File: src/rtl/logsoftmax_row_sequencer.sv
`default_nettype none
// ============================================================================
// Module : logsoftmax_row_sequencer
// Three-pass (max / sum / out) control sequencer for the row-wise LogSoftmax datapath.
// Rev    : 1.0
// ============================================================================
module logsoftmax_row_sequencer #(
   parameter int ROW_LEN = 1024,
   parameter int ADDR_W  = 10
) (
   input  logic              clk,
   input  logic              rst_n,
   input  logic              start,
   input  logic [ADDR_W:0]   row_len,
   output logic              busy,
   output logic              done,
   output logic              err,
   output logic              rd_en,
   output logic [ADDR_W-1:0] rd_addr,
   output logic [1:0]        phase,
   output logic              acc_clr,
   output logic              acc_en,
   output logic              lse_req,
   input  logic              lse_ack,
   output logic              out_valid,
   output logic              out_last,
   input  logic              out_ready
);

   typedef enum logic [2:0] {
      S_IDLE      = 3'd0,
      S_MAX       = 3'd1,
      S_MAX_DRAIN = 3'd2,
      S_SUM       = 3'd3,
      S_SUM_DRAIN = 3'd4,
      S_LOG       = 3'd5,
      S_OUT       = 3'd6,
      S_DONE      = 3'd7
   } state_t;

   localparam logic [1:0]      PH_IDLE   = 2'd0;
   localparam logic [1:0]      PH_MAX    = 2'd1;
   localparam logic [1:0]      PH_SUM    = 2'd2;
   localparam logic [1:0]      PH_OUT    = 2'd3;
   localparam logic [ADDR_W:0] C_ROW_LEN = (ADDR_W+1)'(ROW_LEN);

   state_t            state_q, state_d;
   logic [ADDR_W-1:0] last_q, last_d;
   logic [ADDR_W-1:0] addr_q, addr_d;
   logic              pend_q, pend_d;
   logic              acc_clr_q, acc_clr_d;
   logic              acc_en_q, acc_en_d;
   logic              out_valid_q, out_valid_d;
   logic              out_last_q, out_last_d;
   logic              err_q, err_d;
   logic              busy_q, busy_d;
   logic              done_q, done_d;
   logic              lse_req_q, lse_req_d;
   logic [1:0]        phase_q, phase_d;

   logic              w_rd_issue;
   logic              w_hs;
   logic              w_at_last;
   logic              w_len_ok;
   logic [ADDR_W:0]   w_len_m1;

   // pend_q marks "addresses remain"; in OUT the strobe is additionally gated
   // by output-stage space so a held element is never overwritten.
   assign w_rd_issue = pend_q && (!out_valid_q || out_ready);
   assign w_hs       = out_valid_q && out_ready;
   assign w_at_last  = (addr_q == last_q);
   assign w_len_ok   = (row_len != '0) && (row_len <= C_ROW_LEN);
   assign w_len_m1   = row_len - (ADDR_W+1)'(1);

   always_comb begin
      state_d     = state_q;
      last_d      = last_q;
      addr_d      = addr_q;
      pend_d      = pend_q;
      acc_clr_d   = 1'b0;
      err_d       = err_q;
      out_valid_d = out_valid_q;
      out_last_d  = out_last_q;
      acc_en_d    = w_rd_issue && ((state_q == S_MAX) || (state_q == S_SUM));

      case (state_q)
         S_IDLE: begin
            if (start) begin
               if (w_len_ok) begin
                  last_d    = w_len_m1[ADDR_W-1:0];
                  addr_d    = '0;
                  pend_d    = 1'b1;
                  acc_clr_d = 1'b1;
                  err_d     = 1'b0;
                  state_d   = S_MAX;
               end else begin
                  err_d   = 1'b1;
                  state_d = S_DONE;
               end
            end
         end
         S_MAX, S_SUM: begin
            if (w_at_last) begin
               pend_d  = 1'b0;
               state_d = (state_q == S_MAX) ? S_MAX_DRAIN : S_SUM_DRAIN;
            end else begin
               addr_d = addr_q + ADDR_W'(1);
            end
         end
         S_MAX_DRAIN: begin
            addr_d    = '0;
            pend_d    = 1'b1;
            acc_clr_d = 1'b1;
            state_d   = S_SUM;
         end
         S_SUM_DRAIN: state_d = S_LOG;
         S_LOG: begin
            if (lse_ack) begin
               addr_d  = '0;
               pend_d  = 1'b1;
               state_d = S_OUT;
            end
         end
         S_OUT: begin
            if (w_rd_issue) begin
               out_valid_d = 1'b1;
               out_last_d  = w_at_last;
               if (w_at_last) pend_d = 1'b0;
               else           addr_d = addr_q + ADDR_W'(1);
            end else if (w_hs) begin
               out_valid_d = 1'b0;
               out_last_d  = 1'b0;
            end
            if (w_hs && out_last_q) state_d = S_DONE;
         end
         S_DONE:  state_d = S_IDLE;
         default: state_d = S_IDLE;
      endcase

      // Status strobes are decoded from the next state so they register alongside it.
      busy_d    = (state_d != S_IDLE) && (state_d != S_DONE);
      done_d    = (state_d == S_DONE);
      lse_req_d = (state_d == S_LOG);
      case (state_d)
         S_MAX, S_MAX_DRAIN:        phase_d = PH_MAX;
         S_SUM, S_SUM_DRAIN, S_LOG: phase_d = PH_SUM;
         S_OUT:                     phase_d = PH_OUT;
         default:                   phase_d = PH_IDLE;
      endcase
   end

   always_ff @(posedge clk or negedge rst_n) begin
      if (!rst_n) begin
         state_q     <= S_IDLE;
         last_q      <= '0;
         addr_q      <= '0;
         pend_q      <= 1'b0;
         acc_clr_q   <= 1'b0;
         acc_en_q    <= 1'b0;
         out_valid_q <= 1'b0;
         out_last_q  <= 1'b0;
         err_q       <= 1'b0;
         busy_q      <= 1'b0;
         done_q      <= 1'b0;
         lse_req_q   <= 1'b0;
         phase_q     <= PH_IDLE;
      end else begin
         state_q     <= state_d;
         last_q      <= last_d;
         addr_q      <= addr_d;
         pend_q      <= pend_d;
         acc_clr_q   <= acc_clr_d;
         acc_en_q    <= acc_en_d;
         out_valid_q <= out_valid_d;
         out_last_q  <= out_last_d;
         err_q       <= err_d;
         busy_q      <= busy_d;
         done_q      <= done_d;
         lse_req_q   <= lse_req_d;
         phase_q     <= phase_d;
      end
   end

   assign busy      = busy_q;
   assign done      = done_q;
   assign err       = err_q;
   assign rd_en     = w_rd_issue;
   assign rd_addr   = addr_q;
   assign phase     = phase_q;
   assign acc_clr   = acc_clr_q;
   assign acc_en    = acc_en_q;
   assign lse_req   = lse_req_q;
   assign out_valid = out_valid_q;
   assign out_last  = out_last_q;

endmodule
`default_nettype wire

File: config.mk
export PLATFORM = sky130hd
export DESIGN_NAME = logsoftmax_row_sequencer
export DESIGN_NICKNAME = d
export VERILOG_FILES = /design/src/rtl/logsoftmax_row_sequencer.sv
export SDC_FILE = /design/constraint.sdc
export NUM_CORES = 1
export LEC_CHECK = 0
export BUFFER_PORTS_ARGS = -buffer_cell sky130_fd_sc_hd__buf_2
export CAP_MARGIN = 20
export CELL_PAD_IN_SITES_DETAIL_PLACEMENT = 0
export CELL_PAD_IN_SITES_GLOBAL_PLACEMENT = 2
export CORE_MARGIN = 2
export CORE_UTILIZATION = 30
export CTS_BUF_LIST = sky130_fd_sc_hd__clkbuf_4 sky130_fd_sc_hd__clkbuf_8 sky130_fd_sc_hd__clkbuf_16
export CTS_CLUSTER_DIAMETER = 150
export DETAILED_ROUTE_END_ITERATION = 8
export PLACE_DENSITY_LB_ADDON = 0.2
export SLEW_MARGIN = 5
export SYNTH_ARGS = -nofsm -noshare
export SYNTH_HDL_FRONTEND = slang
export SYNTH_SLANG_ARGS = --single-unit
File: constraint.sdc
create_clock -name clk -period 2.2 [get_ports clk]
set_input_delay 0.11 -clock clk [delete_from_list [all_inputs] [get_ports clk]]
set_output_delay 0.11 -clock clk [all_outputs]
set_load 0.03 [all_outputs]
== Yosys cells after proc, flatten, opt, wreduce, memory -nomap -nowiden ==
Index checks and enable logic that the tools add are counted.

* Register bits: 34
* Bits of input ports: 16
* Output and inout bits: 21

* $add $sub $neg: 2
* Order comparisons: 1
* Equal/unequal tests: 20
* Multiplexer cells: 27
* Reductions and logical operators: 21

{| class="wikitable"
|+ Operators with widths
! operator !! count
|-
| two-way mux 10 bit || 5
|-
| case mux 10 bit (5 select lines) || 1
|-
| equality test 3 bit (second input constant) || 8
|-
| case mux 3 bit (7 select lines) || 1
|-
| two-way mux 3 bit || 6
|-
| equality test 3 x 2 -> 1 bit (second input constant) || 4
|-
| less-or-equal comparator 11 bit (second input constant) || 1
|-
| two-way mux 1 bit || 11
|-
| nonzero test 11 bit || 1
|-
| adder 10 x 1 -> 10 bit (second input constant) || 1
|-
| equality test 10 bit || 1
|-
| subtractor 10 x 1 -> 10 bit (second input constant) || 1
|-
| inequality test 2 bit (second input constant) || 4
|-
| equality test 3 x 1 -> 1 bit (second input constant) || 2
|-
| logical AND 1 bit || 6
|-
| case mux 2 bit (3 select lines) || 1
|-
| case mux 1 bit (5 select lines) || 1
|-
| AND reduction 5 bit || 1
|-
| nonzero test 5 bit || 1
|-
| AND reduction 2 bit || 2
|-
| OR reduction 2 bit || 2
|-
| logical NOT 3 bit || 1
|-
| inequality test 3 bit (second input constant) || 1
|-
| AND reduction 3 bit || 1
|-
| other kinds (6) || 7
|}

== Depth between registers and ports, before layout ==
Gate-level depths: netlist of run 1.

* Depth after elaboration: 8
* Depth in mapped cells: 9
* Mapped depth without buffers: 9

== Least setup slack after synthesis of run 1 ==
OpenSTA, ideal clock, no wires.

* Kind: register to register
* From: reg out_valid_q, in the netlist out_valid
* To: reg addr_q[8], in the netlist rd_addr[8]
* Library setup time: 0.119 ns
* Data arrival time: 2.179 ns
* Data required time: 2.081 ns
* Slack: -0.098 ns
* Stages on the path, launching flop included: 7
* Clock period less this slack: 2.298 ns
* Cells stage by stage: dfrtp_1 -> nand2b_1 -> and2_1 -> a221oi_1 -> or4_4 -> o31a_1 -> o21a_1

* Longest elaborated chain between the ends: 5

{| class="wikitable"
|+ Ends and longest elaborated chain
! what !! line !! RTL
|-
| from (decl) || 53 || <nowiki>logic out_valid_q, out_valid_d;</nowiki>
|-
| from (signal assigned) || 174 || <nowiki>out_valid_q <= out_valid_d;</nowiki>
|-
| logical NOT 1 bit || 69 || <nowiki>assign w_rd_issue = pend_q && (!out_valid_q || out_ready);</nowiki>
|-
| logical OR 1 bit || 69 ||
|-
| logical AND 1 bit || 69 ||
|-
| named net rd_en || 18 || <nowiki>output logic rd_en,</nowiki>
|-
| inequality test 2 bit (no line) || -- ||
|-
| AND reduction 5 bit (no line) || -- ||
|-
| to (signal assigned) || 170 || <nowiki>addr_q <= addr_d;</nowiki>
|-
| to (decl) || 49 || <nowiki>logic [ADDR_W-1:0] addr_q, addr_d;</nowiki>
|}

The timed path passes the listed nets, and every way through them passes these cells.
A chain may end at the register's enable or synchronous reset.

== Final worst setup path of run 1 ==
* From: reg state_q[2]
* To: reg addr_q[6], in the netlist rd_addr[6]

* Longest elaborated chain between the ends: 4
* Elaborated cells on any way between the ends: 14
* Those cells by class: eq/ne: 9; mux: 1; reduce/logical: 4

{| class="wikitable"
|+ Ends and longest elaborated chain
! what !! line !! RTL
|-
| from (decl) || 47 || <nowiki>state_t state_q, state_d;</nowiki>
|-
| from (signal assigned) || 168 || <nowiki>state_q <= state_d;</nowiki>
|-
| equality test 3 x 1 -> 1 bit / equality test 3 x 2 -> 1 bit (equally long branches) || 86 || <nowiki>case (state_q)</nowiki>
|-
| OR reduction 2 bit || 86 ||
|-
| nonzero test 5 bit (no line) || -- ||
|-
| AND reduction 5 bit (no line) || -- ||
|}

Parallel ways exist; a longest one is shown, timed or not.

==> reports/qor.log, run 1 <==
[placed_design] pre-CTS setup slack -0.06806 ns
[setup_path] list of cells traversed by the critical path and3b_2 > or2_4 > and4_4 > or3_4 > or4_4 > a21oi_2
[route] drt drc 0
[synth] Warnings, synthesis 0
[placed_design] RD Place Congestion 0.7674
[sta] count of final hold-check violations 0
[setup_path] WP data arrival 2.38 ns
[final_layout] fin nets 300
[synth] Gate Count Post-Synth 213
[global_routing] initial antenna violation count 0
[final_layout] fraction of layout instances using a drive strength above 1 0.3582
[final_layout] area used by sequential logic in the layout 850.8 um2
[synth] xor-xnor portion of the synthesized cell area 0.07712
[floorplanning] Die Wd 84.22 um
[sta] final worst setup slack 0.03129 ns
[clock_network] CTS Sinks 34
[synth] Avg Inst Size Synth 9.064 um2
[synth] Yosys cell types 50
[final_layout] area of the multi-input gates 0.001082 mm2
[setup_path] top fanout value on the critical path 3
[hold_path] path type of the worst min-delay path input pin to register
[global_routing] pin count of the biggest net entering global routing 35
[setup_path] data required time at the worst endpoint 2.41 ns
[sta] Finish-stage setup viols 0
[sta] Final Slew Violations 0
[synth] synthesized net count 232
[global_routing] overall overflow remaining after global route 0
[route] number of routed nets with antenna violations 0
[final_layout] signed area change from the synthesized netlist to the final layout 35.26%
[setup_path] slowest stage delay, CP 0.52 ns
[placed_design] count of buffers inserted at the top-level ports 36
[sta] final setup skew 0.006926 ns
[synth] simple-gate portion of the synthesized area 0.2372
[synth] Top FF cell, synth sky130_fd_sc_hd__dfrtp_1
[setup_path] Slowest cell on crit path sky130_fd_sc_hd__or4_4
[outcome] status finished, final reports clean
[setup_path] count of cells along the worst register-to-register path 6
[setup_path] critical path buffer and inverter count 0
[floorplanning] I/O pins 37
[job] count of max-cap constraint violations 0
[floorplanning] initial core utilization 0.3076
[setup_path] classification of the worst setup path register to register
[global_routing] global-route total usage across every layer 0.1474
[setup_path] R2R setup slack 0.03 ns
[route] Starting DRT DRC Count 92
[sta] final critical path time including I/O delays and setup 2.169 ns
[route] DR pass1 iterations 4
[setup_path] sort of element at the end of the critical path register
[clock_network] Clock H-tree levels 2
[setup_path] kind of cell adding the most delay to the critical path simple AND/OR/NAND/NOR gates
[pwr] Power Total 2.992 mW
[final_layout] number of fill cells in the layout 659
[clock_network] number of buffers created by CTS 5
[sta] Fmax achieved 461.1 MHz
[sta] setup repair after global routing missed its margin yes
[route] via total after detailed routing 1814
[synth] Synth area leader sky130_fd_sc_hd__dfrtp_1
[sta] slew of the pin with the lowest slew margin 0.8138 ns
[sta] final worst-path cycle share 0.9858
[route] DRT Wirelength 5030 um
[synth] portion of netlist area occupied by mux cells 0.01102
[pwr] pwr/cell area 1146 mW/mm2
[synth] main combinational cell family by area after synthesis simple AND/OR/NAND/NOR gates
[synth] Adder-Cell Fraction of Synth Area 0.01944
[synth] most used standard cell by instance count after synthesis sky130_fd_sc_hd__dfrtp_1
[setup_path] sort of element at the start of the critical path register
[floorplanning] vertical extent of the die 84.22 um
[floorplanning] core outline area 0.006277 mm2
[final_layout] Util after Layout 0.4160
[final_layout] antenna diode count 0
[global_routing] first-pass GRT wire length 8362 um
[sta] normalized max-slew margin 0.4575
[pwr] static leakage 1.209 nW
[floorplanning] Cell Rows 29
[clock_network] maximum clock insertion buffer count 2
[clock_network] CTS clock-pin slew for the worst setup and hold paths 0.08 ns
[placed_design] total half-perimeter wirelength after legalization and detailed placement 3691 um
[hold_path] destination of the worst hold path lse_req
[hold_path] Hold Path Depth 2
[hold_path] origin of the worst min-delay path lse_ack
[synth] synthesized-area fraction occupied by ao, oa, aoi and oai cells 0.1769
[route] Avg WL per Cell 14.01 um
[pwr] peak supply drop 495.5 uV
[synth] portion of synthesized cell area occupied by the leading cell type 0.4407
[synth] share of flip-flops with an asynchronous set or reset 1.000
[synth] number of synthesized register bits 34
[setup_path] start of the worst register-to-register path state_q[2]
[route] average via count per standard cell 5.053
[clock_network] clock tree from TritonCTS done
[synth] Post-synth EDFFs 0
[synth] top cell types by occurrence after synthesis 34 x sky130_fd_sc_hd__dfrtp_1, 27 x sky130_fd_sc_hd__nor2_1, 13 x sky130_fd_sc_hd__nand2_1
[synth] dominant cells by area after synthesis sky130_fd_sc_hd__dfrtp_1 44%, sky130_fd_sc_hd__nor2_1 5.2%, sky130_fd_sc_hd__xor2_1 5.0%, sky130_fd_sc_hd__a21oi_1 3.1%, sky130_fd_sc_hd__xnor2_1 2.7%
[synth] Post-Synthesis Cell Area 0.001931 mm2
[floorplanning] area of the die 0.007093 mm2
[synth] post-synthesis sequential area ratio 0.4407
[clock_network] clock tree root buffer cell sky130_fd_sc_hd__clkbuf_8
[global_routing] vias in the first global route 1718
[clock_network] later-pin clock latency in the skew report 0.29 ns
[setup_path] capture point of the worst reg-to-reg path rd_addr[6]
## per-stage QoR
stage               hold slack (ns)  instances  setup TNS (ns)  area, um2
floorplan                   -0.1856        213               0       1932
global placement             0.2531        347        -0.02908       2391
detailed placement           0.2567        347         -0.1537       2391
CTS                         0.07561        356               0       2520
global route                0.08795        359       -0.003646       2611
finish                      0.09595        359               0       2611
## repair_timing
item / 4_1_cts / 5_1_grt
gates resized for setup: 1 / 15
pin swaps: 0 / 4
endpoints found under the hold margin: 34 / 0
buffers inserted: 0 / 3
endpoints found under the setup margin: 1 / 11
hold buffers: 1 / 0
## registers in the layout (all words and copies together), names as in the netlist
signal     flops
last_q        10
rd_addr       10
state_q        3
phase          2
acc_clr        1
acc_en         1
busy           1
done           1
err            1
lse_req        1
out_last       1
out_valid      1
pend_q         1
## layout by cell type (no fill, tap or decap), types with 3 or more instances in the layout
cell | synthesis | layout
sky130_fd_sc_hd__a21oi_1 | 12 | 9
sky130_fd_sc_hd__a21oi_2 | 0 | 3
sky130_fd_sc_hd__nor3_1 | 6 | 6
sky130_fd_sc_hd__nor2_1 | 27 | 26
sky130_fd_sc_hd__or3_4 | 0 | 3
sky130_fd_sc_hd__inv_1 | 9 | 9
sky130_fd_sc_hd__clkbuf_8 | 0 | 5
sky130_fd_sc_hd__and3_1 | 3 | 3
sky130_fd_sc_hd__dfrtp_1 | 34 | 34
sky130_fd_sc_hd__o21ai_1 | 6 | 6
sky130_fd_sc_hd__xor2_1 | 11 | 11
sky130_fd_sc_hd__nand3_1 | 8 | 8
sky130_fd_sc_hd__nor2b_1 | 3 | 3
sky130_fd_sc_hd__xnor2_1 | 6 | 6
sky130_fd_sc_hd__a21boi_0 | 3 | 3
sky130_fd_sc_hd__nor4_2 | 1 | 3
sky130_fd_sc_hd__nand2_1 | 13 | 13
sky130_fd_sc_hd__buf_4 | 0 | 32
sky130_fd_sc_hd__a31oi_1 | 5 | 5
sky130_fd_sc_hd__o21ai_0 | 7 | 6
sky130_fd_sc_hd__o31ai_1 | 5 | 5
sky130_fd_sc_hd__buf_2 | 4 | 36
sky130_fd_sc_hd__ha_1 | 3 | 3
## final cells by class
class / count / area share
Inverter: 10 / 0.01437
Multi-Input combinational cell: 161 / 0.4145
Clock inverter: 2 / 0.01437
Sequential cell: 34 / 0.3258
Tap cell: 77 / 0.03690
Timing Repair Buffer: 69 / 0.1648
Clock buffer: 6 / 0.02923
## worst max-delay path by stage
stage	cells after the start	from	slack, ns	end
2_1_floorplan	6	out_valid	0.02	rd_addr[8]
3_3_place_gp	9	row_len[0]	-0.03	rd_addr[6]
3_5_place_dp	9	row_len[0]	-0.07	rd_addr[6]
4_1_cts	9	rd_addr[5]	0.02	busy
5_1_grt	7	state_q[2]	-0.004	rd_addr[9]
6_report	6	state_q[2]	0.03	rd_addr[6]
## routing by layer
metal	vias to the layer above	part of all wire	global-route usage
met2	38	0.45	0.2237
met1	866	0.49	0.2095
met3	6	0.047	0.03638
met5	-	0	0
met4	0	0.012	0.04106
li1	904	-	-
## worst register-to-register path, cell delays in order (launching register included)
cell and delay (ns):
sky130_fd_sc_hd__dfrtp_1 0.40, sky130_fd_sc_hd__and3b_2 0.23, sky130_fd_sc_hd__or2_4 0.26, sky130_fd_sc_hd__and4_4 0.20
sky130_fd_sc_hd__or3_4 0.34, sky130_fd_sc_hd__or4_4 0.52, sky130_fd_sc_hd__a21oi_2 0.14
## where the power goes
| group | internal [mW] | leakage, nW | switching, mW |
|---|---|---|---|
| registers | 0.838 | 0.419 | 0.135 |
| clock network | 0.350 | 0.0548 | 0.243 |
| logic | 0.571 | 0.736 | 0.854 |
| total | 1.76 | 1.21 | 1.23 |
## cell families (layout without fill, tap and decap cells)
kind of cell               count (synthesis)  count (layout)
adders and majority gates                  3               3
muxes                                      2               2
AOI/OAI and AO/OA                         53              53
buffers and inverters                     18              87
and+or+nand+nor                           86              86
DFF                                       34              34
xor gates and xnor gates                  17              17
Note: power is estimated with default switching activity, not from simulation.
==> inputs of run 2 (changes only) <==
--- a/config.mk
+++ b/config.mk
@@ -10,11 +10,12 @@
 export CELL_PAD_IN_SITES_DETAIL_PLACEMENT = 0
 export CELL_PAD_IN_SITES_GLOBAL_PLACEMENT = 2
 export CORE_MARGIN = 2
-export CORE_UTILIZATION = 30
+export CORE_UTILIZATION = 33
 export CTS_BUF_LIST = sky130_fd_sc_hd__clkbuf_4 sky130_fd_sc_hd__clkbuf_8 sky130_fd_sc_hd__clkbuf_16
 export CTS_CLUSTER_DIAMETER = 150
 export DETAILED_ROUTE_END_ITERATION = 8
 export PLACE_DENSITY_LB_ADDON = 0.2
+export REMOVE_ABC_BUFFERS = 1
 export SLEW_MARGIN = 5
 export SYNTH_ARGS = -nofsm -noshare
 export SYNTH_HDL_FRONTEND = slang
==> constraint.sdc (replaced) <==
create_clock -name clk -period 2.3 [get_ports clk]
set_input_delay 0.115 -clock clk [delete_from_list [all_inputs] [get_ports clk]]
set_output_delay 0.115 -clock clk [all_outputs]
set_load 0.03 [all_outputs]
==> reports/qor.log, run 2 (synthesis results as in run 1) <==
[outcome] status finished, final reports clean [unchanged]
[setup_path] data required time at the worst endpoint 2.51 ns [was 2.41 ns]
[setup_path] Slowest cell on crit path sky130_fd_sc_hd__or4_1 [was sky130_fd_sc_hd__or4_4]
[placed_design] placed cell count 336 [was 347]
[floorplanning] I/O pins 37 [unchanged]
[sta] final worst setup slack 0.1065 ns [was 0.03129 ns]
[clock_network] CTS Sinks 34 [unchanged]
[final_layout] Finished Layout Cells 345 [was 359]
[sta] count of final hold-check violations 0 [unchanged]
[floorplanning] core outline area 0.005574 mm2 [was 0.006277 mm2]
[sta] Fmax achieved 455.9 MHz [was 461.1 MHz]
[sta] final setup skew 0.003536 ns [was 0.006926 ns]
[global_routing] vias in the first global route 1659 [was 1718]
[route] Starting DRT DRC Count 114 [was 92]
[pwr] Power Total 2.666 mW [was 2.992 mW]
[pwr] portion of total power attributed to combinational logic 0.461 [was 0.476]
[clock_network] CTS clock-pin slew for the worst setup and hold paths 0.07 ns [was 0.08 ns]
[clock_network] maximum clock insertion buffer count 2 [unchanged]
[pwr] pwr/cell area 1085 mW/mm2 [was 1146 mW/mm2]
[clock_network] later-pin clock latency in the skew report 0.29 ns [about the same]
[pwr] proportion of power drawn by the clock network 0.177 [was 0.198]
[setup_path] WP data arrival 2.41 ns [was 2.38 ns]
[final_layout] most common cell after layout, fill and taps aside sky130_fd_sc_hd__buf_2 [unchanged]
[global_routing] first-pass GRT wire length 7997 um [was 8362 um]
[route] DR pass1 iterations 4 [unchanged]
[final_layout] area of all placed cells without fillers 0.002457 mm2 [was 0.002611 mm2]
[sta] final critical path time including I/O delays and setup 2.194 ns [was 2.169 ns]
[global_routing] pin count of the biggest net entering global routing 35 [unchanged]
[placed_design] total half-perimeter wirelength after legalization and detailed placement 3632 um [was 3691 um]
[final_layout] fin nets 291 [was 300]
[setup_path] critical path buffer and inverter count 0 [unchanged]
[floorplanning] vertical extent of the die 80.49 um [was 84.22 um]
[route] Avg WL per Cell 13.76 um [was 14.01 um]
[setup_path] list of cells traversed by the critical path and3b_1 > or2_4 > and4_4 > or3_1 > or4_1 > a21oi_1 [was and3b_2 > or2_4 > and4_4 > or3_4 > or4_4 > a21oi_2]
[pwr] peak supply drop 418.8 uV [was 495.5 uV]
[route] DRT Wirelength 4748 um [was 5030 um]
[final_layout] fraction of layout instances using a drive strength above 1 0.2930 [was 0.3582]
[route] drt drc 0 [unchanged]
[final_layout] Util after Layout 0.4409 [was 0.4160]
[global_routing] initial antenna violation count 0 [unchanged]
[setup_path] top fanout value on the critical path 6 [was 3]
[sta] normalized max-slew margin 0.4497 [was 0.4575]
[floorplanning] Cell Rows 27 [was 29]
[clock_network] number of buffers created by CTS 5 [unchanged]
[floorplanning] Die Wd 80.49 um [was 84.22 um]
[final_layout] signed area change from the synthesized netlist to the final layout 27.28% [was 35.26%]
[floorplanning] initial core utilization 0.3464 [was 0.3076]
[setup_path] sort of element at the end of the critical path register [unchanged]
[global_routing] global-route total usage across every layer 0.1611 [was 0.1474]
[sta] accumulated negative setup slack 0 ns [unchanged]
[route] average via count per standard cell 5.043 [was 5.053]
[placed_design] pre-CTS setup slack 0.04898 ns [was -0.06806 ns]
[placed_design] RD Place Congestion 0.7363 [was 0.7674]
[pwr] static leakage 1.145 nW [was 1.209 nW]
[floorplanning] area of the die 0.006478 mm2 [was 0.007093 mm2]
[setup_path] classification of the worst setup path register to register [unchanged]
[placed_design] area of placed instances 0.002338 mm2 [was 0.002391 mm2]
[clock_network] Post-CTS Setup Inserts 0 [unchanged]
[route] number of routed nets with antenna violations 0 [unchanged]
[sta] Final Slew Violations 0 [unchanged]
[pwr] switching power of the nets 1.126 mW [was 1.232 mW]
[final_layout] number of fill cells in the layout 568 [was 659]
[route] via total after detailed routing 1740 [was 1814]
[sta] Finish-stage setup viols 0 [unchanged]
[pwr] sequential share of power 0.362 [was 0.325]
[pwr] proportion of total power due to net switching 0.4225 [was 0.4118]
[setup_path] kind of cell adding the most delay to the critical path simple AND/OR/NAND/NOR gates [unchanged]
[final_layout] antenna diode count 0 [unchanged]
[clock_network] clock tree from TritonCTS done [unchanged]
[global_routing] overall overflow remaining after global route 0 [unchanged]
[setup_path] sort of element at the start of the critical path register [unchanged]
[sta] slew of the pin with the lowest slew margin 0.8191 ns [was 0.8138 ns]
[pwr] cell internal pwr 1.539 mW [was 1.760 mW]
[placed_design] count of buffers inserted at the top-level ports 36 [unchanged]
[hold_path] path type of the worst min-delay path input pin to register [unchanged]
[sta] setup repair after global routing missed its margin no [was yes]
[clock_network] Clock H-tree levels 2 [unchanged]
[setup_path] slowest stage delay, CP 0.51 ns [was 0.52 ns]
[sta] worst-case hold slack 0.1142 ns [was 0.09595 ns]
[final_layout] leading cell types in the layout, fill and taps excluded 36 x sky130_fd_sc_hd__buf_2, 33 x sky130_fd_sc_hd__dfrtp_1, 27 x sky130_fd_sc_hd__nor2_1 [was 36 x sky130_fd_sc_hd__buf_2, 34 x sky130_fd_sc_hd__dfrtp_1, 32 x sky130_fd_sc_hd__buf_4]
[sta] final worst-path cycle share 0.9537 [was 0.9858]
[job] count of max-cap constraint violations 0 [unchanged]
[clock_network] clock tree root buffer cell sky130_fd_sc_hd__clkbuf_8 [unchanged]
-- run 2: cell type report --
class                   count  area [um2]  area share
multi-input cells         161        1020      0.4150
flip-flops and latches     34       852.1      0.3467
repair buffers             60       362.8      0.1477
well taps                  72       90.09     0.03666
clock buffers               6       82.58     0.03360
inverters                  10       37.54     0.01527
clock inverters             2       12.51    0.005092
-- run 2: per-layer routing --
metal	share of wire	global-route usage	up-vias
met5	0	0	-
met2	0.43	0.2467	45
met4	0.017	0.05593	0
met3	0.043	0.03258	8
li1	-	-	887
met1	0.51	0.2253	800
-- run 2: worst reg2reg max path, stage by stage (launching register included) --
cell and delay, ns:
sky130_fd_sc_hd__dfrtp_2 0.44, sky130_fd_sc_hd__and3b_1 0.20, sky130_fd_sc_hd__or2_4 0.26, sky130_fd_sc_hd__and4_4 0.21, sky130_fd_sc_hd__or3_1 0.34, sky130_fd_sc_hd__or4_1 0.51, sky130_fd_sc_hd__a21oi_1 0.16
-- run 2: power groups by stage --
stage / Combinational (mW) / Clock (mW) / Sequential (mW)
global placement: 1.23 / 0 / 0.979
global route: 1.37 / 0.509 / 0.994
finish: 1.23 / 0.471 / 0.966
CTS: 1.23 / 0.492 / 0.969
floorplan: 0.566 / 0 / 1.18
detailed placement: 1.22 / 0 / 0.982
-- run 2: timing repair --
action,4_1_cts,5_1_grt
hold buffers,1,0
resized for setup,0,3
endpoints found under the setup margin,0,7
hold endpoints to repair,34,0
-- run 2: worst paths after layout --
| kind | startpoint | to | slack (ns) | cells after the start |
|---|---|---|---|---|
| max | state_q[1] | rd_addr[6] | 0.11 | 6 |
| min | lse_ack | lse_req | 0.11 | 2 |
| max reg2reg | state_q[1] | rd_addr[6] | 0.11 | 6 |
| min reg2reg | err | err | 0.51 | 2 |
| max in group asynchronous | rst_n | state_q[1] | 1.31 | 2 |
| min in group asynchronous | rst_n | rd_addr[0] | 0.44 | 2 |
==> inputs of run 3 (changes only) <==
--- a/config.mk
+++ b/config.mk
@@ -5,13 +5,13 @@
 export SDC_FILE = /design/constraint.sdc
 export NUM_CORES = 1
 export LEC_CHECK = 0
+export ABC_AREA = 1
 export BUFFER_PORTS_ARGS = -buffer_cell sky130_fd_sc_hd__buf_2
 export CAP_MARGIN = 20
 export CELL_PAD_IN_SITES_DETAIL_PLACEMENT = 0
 export CELL_PAD_IN_SITES_GLOBAL_PLACEMENT = 2
 export CORE_MARGIN = 2
-export CORE_UTILIZATION = 33
-export CTS_BUF_LIST = sky130_fd_sc_hd__clkbuf_4 sky130_fd_sc_hd__clkbuf_8 sky130_fd_sc_hd__clkbuf_16
+export CORE_UTILIZATION = 31
 export CTS_CLUSTER_DIAMETER = 150
 export DETAILED_ROUTE_END_ITERATION = 8
 export PLACE_DENSITY_LB_ADDON = 0.2
==> reports/qor.log, run 3 <==
[synth] top cell types by occurrence after synthesis 79 x sky130_fd_sc_hd__nand2_1, 54 x sky130_fd_sc_hd__inv_1, 34 x sky130_fd_sc_hd__dfrtp_1 [was 34 x sky130_fd_sc_hd__dfrtp_1, 27 x sky130_fd_sc_hd__nor2_1, 13 x sky130_fd_sc_hd__nand2_1]
[clock_network] Clock H-tree levels 2 [unchanged]
[clock_network] maximum clock insertion buffer count 2 [unchanged]
[synth] number of synthesized register bits 34 [unchanged]
[sta] final setup skew 0.01207 ns [was 0.003536 ns]
[job] count of max-cap constraint violations 0 [unchanged]
[route] number of routed nets with antenna violations 0 [unchanged]
[placed_design] total half-perimeter wirelength after legalization and detailed placement 3811 um [was 3632 um]
[floorplanning] I/O pins 37 [unchanged]
[sta] count of final hold-check violations 0 [unchanged]
[final_layout] most common cell after layout, fill and taps aside sky130_fd_sc_hd__nand2_1 [was sky130_fd_sc_hd__buf_2]
[pwr] pwr/cell area 1145 mW/mm2 [was 1085 mW/mm2]
[sta] slew of the pin with the lowest slew margin 0.7946 ns [was 0.8191 ns]
[synth] dominant cells by area after synthesis sky130_fd_sc_hd__dfrtp_1 41%, sky130_fd_sc_hd__nand2_1 14%, sky130_fd_sc_hd__inv_1 9.8%, sky130_fd_sc_hd__o21ai_0 6.0%, sky130_fd_sc_hd__nand3_1 5.5% [was sky130_fd_sc_hd__dfrtp_1 44%, sky130_fd_sc_hd__nor2_1 5.2%, sky130_fd_sc_hd__xor2_1 5.0%, sky130_fd_sc_hd__a21oi_1 3.1%, sky130_fd_sc_hd__xnor2_1 2.7%]
[sta] setup repair after global routing missed its margin no [unchanged]
[final_layout] fin nets 348 [was 291]
[hold_path] Hold Path Depth 2 [unchanged]
[final_layout] leading cell types in the layout, fill and taps excluded 79 x sky130_fd_sc_hd__nand2_1, 54 x sky130_fd_sc_hd__inv_1, 36 x sky130_fd_sc_hd__buf_2 [was 36 x sky130_fd_sc_hd__buf_2, 33 x sky130_fd_sc_hd__dfrtp_1, 27 x sky130_fd_sc_hd__nor2_1]
[hold_path] origin of the worst min-delay path lse_ack [unchanged]
[setup_path] count of cells along the worst register-to-register path 12 [was 6]
[sta] accumulated negative setup slack 0 ns [unchanged]
[synth] Post-synth EDFFs 0 [unchanged]
[final_layout] signed area change from the synthesized netlist to the final layout 18.51% [was 27.28%]
[outcome] status finished, final reports clean [unchanged]
[setup_path] capture point of the worst reg-to-reg path phase[1] [was rd_addr[6]]
[global_routing] overall overflow remaining after global route 0 [unchanged]
[hold_path] path type of the worst min-delay path input pin to register [unchanged]
[sta] normalized max-slew margin 0.4702 [was 0.4497]
[global_routing] first-pass GRT wire length 8307 um [was 7997 um]
[clock_network] CTS Sinks 34 [unchanged]
[global_routing] pin count of the biggest net entering global routing 35 [unchanged]
[floorplanning] Die Wd 85.83 um [was 80.49 um]
[placed_design] count of buffers inserted at the top-level ports 36 [unchanged]
[global_routing] vias in the first global route 1702 [was 1659]
[sta] Fmax achieved 551.0 MHz [was 455.9 MHz]
[final_layout] number of fill cells in the layout 680 [was 568]
[clock_network] clock tree from TritonCTS done [unchanged]
[sta] Finish-stage setup viols 0 [unchanged]
[final_layout] fraction of layout instances using a drive strength above 1 0.1939 [was 0.2930]
[synth] Avg Inst Size Synth 7.233 um2 [was 9.064 um2]
[global_routing] global-route total usage across every layer 0.1450 [was 0.1611]
[route] DR pass1 iterations 6 [was 4]
[setup_path] R2R setup slack 0.49 ns [was 0.11 ns]
[sta] final critical path time including I/O delays and setup 1.815 ns [was 2.194 ns]
[setup_path] sort of element at the start of the critical path register [unchanged]
[synth] Top FF cell, synth sky130_fd_sc_hd__dfrtp_1 [unchanged]
[global_routing] initial antenna violation count 0 [unchanged]
[synth] Warnings, synthesis 0 [unchanged]
[placed_design] pre-CTS setup slack 0.4984 ns [was 0.04898 ns]
[route] Starting DRT DRC Count 60 [was 114]
[pwr] peak supply drop 629.7 uV [was 418.8 uV]
[clock_network] CTS clock-pin slew for the worst setup and hold paths 0.08 ns [was 0.07 ns]
[synth] share of flip-flops with an asynchronous set or reset 1.000 [unchanged]
[setup_path] top fanout value on the critical path 5 [was 6]
[floorplanning] Cell Rows 29 [was 27]
[clock_network] Post-CTS Setup Inserts 0 [unchanged]
[floorplanning] vertical extent of the die 85.83 um [was 80.49 um]
[clock_network] clock tree root buffer cell sky130_fd_sc_hd__clkbuf_8 [unchanged]
[floorplanning] initial core utilization 0.3232 [was 0.3464]
[synth] most used standard cell by instance count after synthesis sky130_fd_sc_hd__nand2_1 [was sky130_fd_sc_hd__dfrtp_1]
[final_layout] antenna diode count 0 [unchanged]
[synth] Synth area leader sky130_fd_sc_hd__dfrtp_1 [unchanged]
[synth] Yosys cell types 29 [was 50]
[clock_network] number of buffers created by CTS 5 [unchanged]
[hold_path] destination of the worst hold path lse_req [unchanged]
[setup_path] data required time at the worst endpoint 2.50 ns [was 2.51 ns]
[setup_path] start of the worst register-to-register path state_q[0] [was state_q[1]]
[route] drt drc 0 [unchanged]
[clock_network] number of cells upsized or downsized after cts 0 [unchanged]
[route] DRT Wirelength 4873 um [was 4748 um]
[setup_path] sort of element at the end of the critical path register [unchanged]
[synth] Gate Count Post-Synth 287 [was 213]
[floorplanning] area of the die 0.007367 mm2 [was 0.006478 mm2]
[route] average via count per standard cell 4.445 [was 5.043]
[clock_network] later-pin clock latency in the skew report 0.29 ns [about the same]
[sta] final worst-path cycle share 0.7891 [was 0.9537]
[floorplanning] core outline area 0.006422 mm2 [was 0.005574 mm2]
[pwr] Power Total 2.816 mW [was 2.666 mW]
[route] via total after detailed routing 1809 [was 1740]
[synth] post-synthesis sequential area ratio 0.4099 [was 0.4407]
[setup_path] WP data arrival 2.01 ns [was 2.41 ns]
[setup_path] classification of the worst setup path register to register [unchanged]
[placed_design] RD Place Congestion 0.8252 [was 0.7363]
[synth] portion of synthesized cell area occupied by the leading cell type 0.4099 [was 0.4407]
[route] Avg WL per Cell 11.97 um [was 13.76 um]
[synth] Post-Synthesis Cell Area 0.002076 mm2 [was 0.001931 mm2]
[sta] Final Slew Violations 0 [unchanged]
[pwr] static leakage 1.262 nW [was 1.145 nW]
[sta] final worst setup slack 0.4851 ns [was 0.1065 ns]
==> run 3: what timing repair did <==
action                                  4_1_cts  5_1_grt
endpoints found under the setup margin        0        0
hold endpoints to repair                     34        0
hold buffers                                  1        0
==> run 3: layer usage <==
| layer | routed length (um) | vias up | share of wire | GRT usage |
|---|---|---|---|---|
| met1 | 2592 | 781 | 0.53 | 0.2114 |
| met3 | 187 | 6 | 0.038 | 0.03176 |
| met4 | 75 | 0 | 0.015 | 0.04762 |
| met5 | 0 | - | 0 | 0 |
| met2 | 2017 | 40 | 0.41 | 0.2131 |
| li1 | - | 982 | - | - |
==> run 3: logic make-up (layout without fill, tap and decap cells) <==
family | count (synthesis) | after routing | synth area share
xor gates and xnor gates | 9 | 9 | 0.03798
and+or+nand+nor | 149 | 149 | 0.3333
adders and majority gates | 3 | 3 | 0.01809
buffers and inverters | 59 | 102 | 0.1127
AOI/OAI and AO/OA | 33 | 33 | 0.08801
DFF | 34 | 34 | 0.4099
==> run 3: stage by stage <==
| step | instances | utilization | instance area [um2] | hold WS, ns |
|---|---|---|---|---|
| 2_1_floorplan | 284 | - | 2052 | -0.1806 |
| 3_3_place_gp | 398 | 0.3637 | 2336 | 0.2552 |
| 3_5_place_dp | 398 | 0.3637 | 2336 | 0.2614 |
| 4_1_cts | 407 | 0.3830 | 2460 | 0.02043 |
| 5_1_grt | 407 | 0.3830 | 2460 | 0.01795 |
| 6_report | 407 | 0.3830 | 2460 | 0.02228 |
==> run 3: layout make-up <==
| class | count | area, um2 | area share |
|---|---|---|---|
| clock buffers | 5 | 68.82 | 0.02798 |
| clock inverters | 3 | 45.04 | 0.01831 |
| inverters | 56 | 210.2 | 0.08545 |
| multi-input cells | 194 | 991.0 | 0.4028 |
| flip-flops and latches | 34 | 850.8 | 0.3459 |
| well taps | 77 | 96.34 | 0.03917 |
| repair buffers | 38 | 197.7 | 0.08037 |
==> run 3: critical path: stages, from the launching register on <==
cell and delay, ns:
sky130_fd_sc_hd__dfrtp_1 0.42, sky130_fd_sc_hd__inv_1 0.16, sky130_fd_sc_hd__nand2_1 0.13, sky130_fd_sc_hd__nor2_1 0.24
sky130_fd_sc_hd__nand3_1 0.13, sky130_fd_sc_hd__inv_1 0.09, sky130_fd_sc_hd__a21oi_1 0.08, sky130_fd_sc_hd__nand4_2 0.13
sky130_fd_sc_hd__nand2_1 0.09, sky130_fd_sc_hd__inv_2 0.07, sky130_fd_sc_hd__nand3_2 0.07, sky130_fd_sc_hd__nand2_1 0.07
sky130_fd_sc_hd__inv_1 0.04
==> run 3: report_power, final <==
group / internal, mW / switching, mW / leakage (nW) / total (mW)
combinational: 0.397 / 0.905 / 0.783 / 1.30
sequential: 0.802 / 0.142 / 0.429 / 0.944
clock: 0.322 / 0.248 / 0.0504 / 0.571
total: 1.52 / 1.29 / 1.26 / 2.82
==> run 3: worst max path at each step <==
stage | end | startpoint
5_1_grt | rd_addr[5] | state_q[0]
3_3_place_gp | phase[1] | state_q[0]
3_5_place_dp | phase[1] | state_q[0]
4_1_cts | phase[1] | state_q[0]
2_1_floorplan | rd_addr[2] | out_valid
6_report | phase[1] | state_q[0]
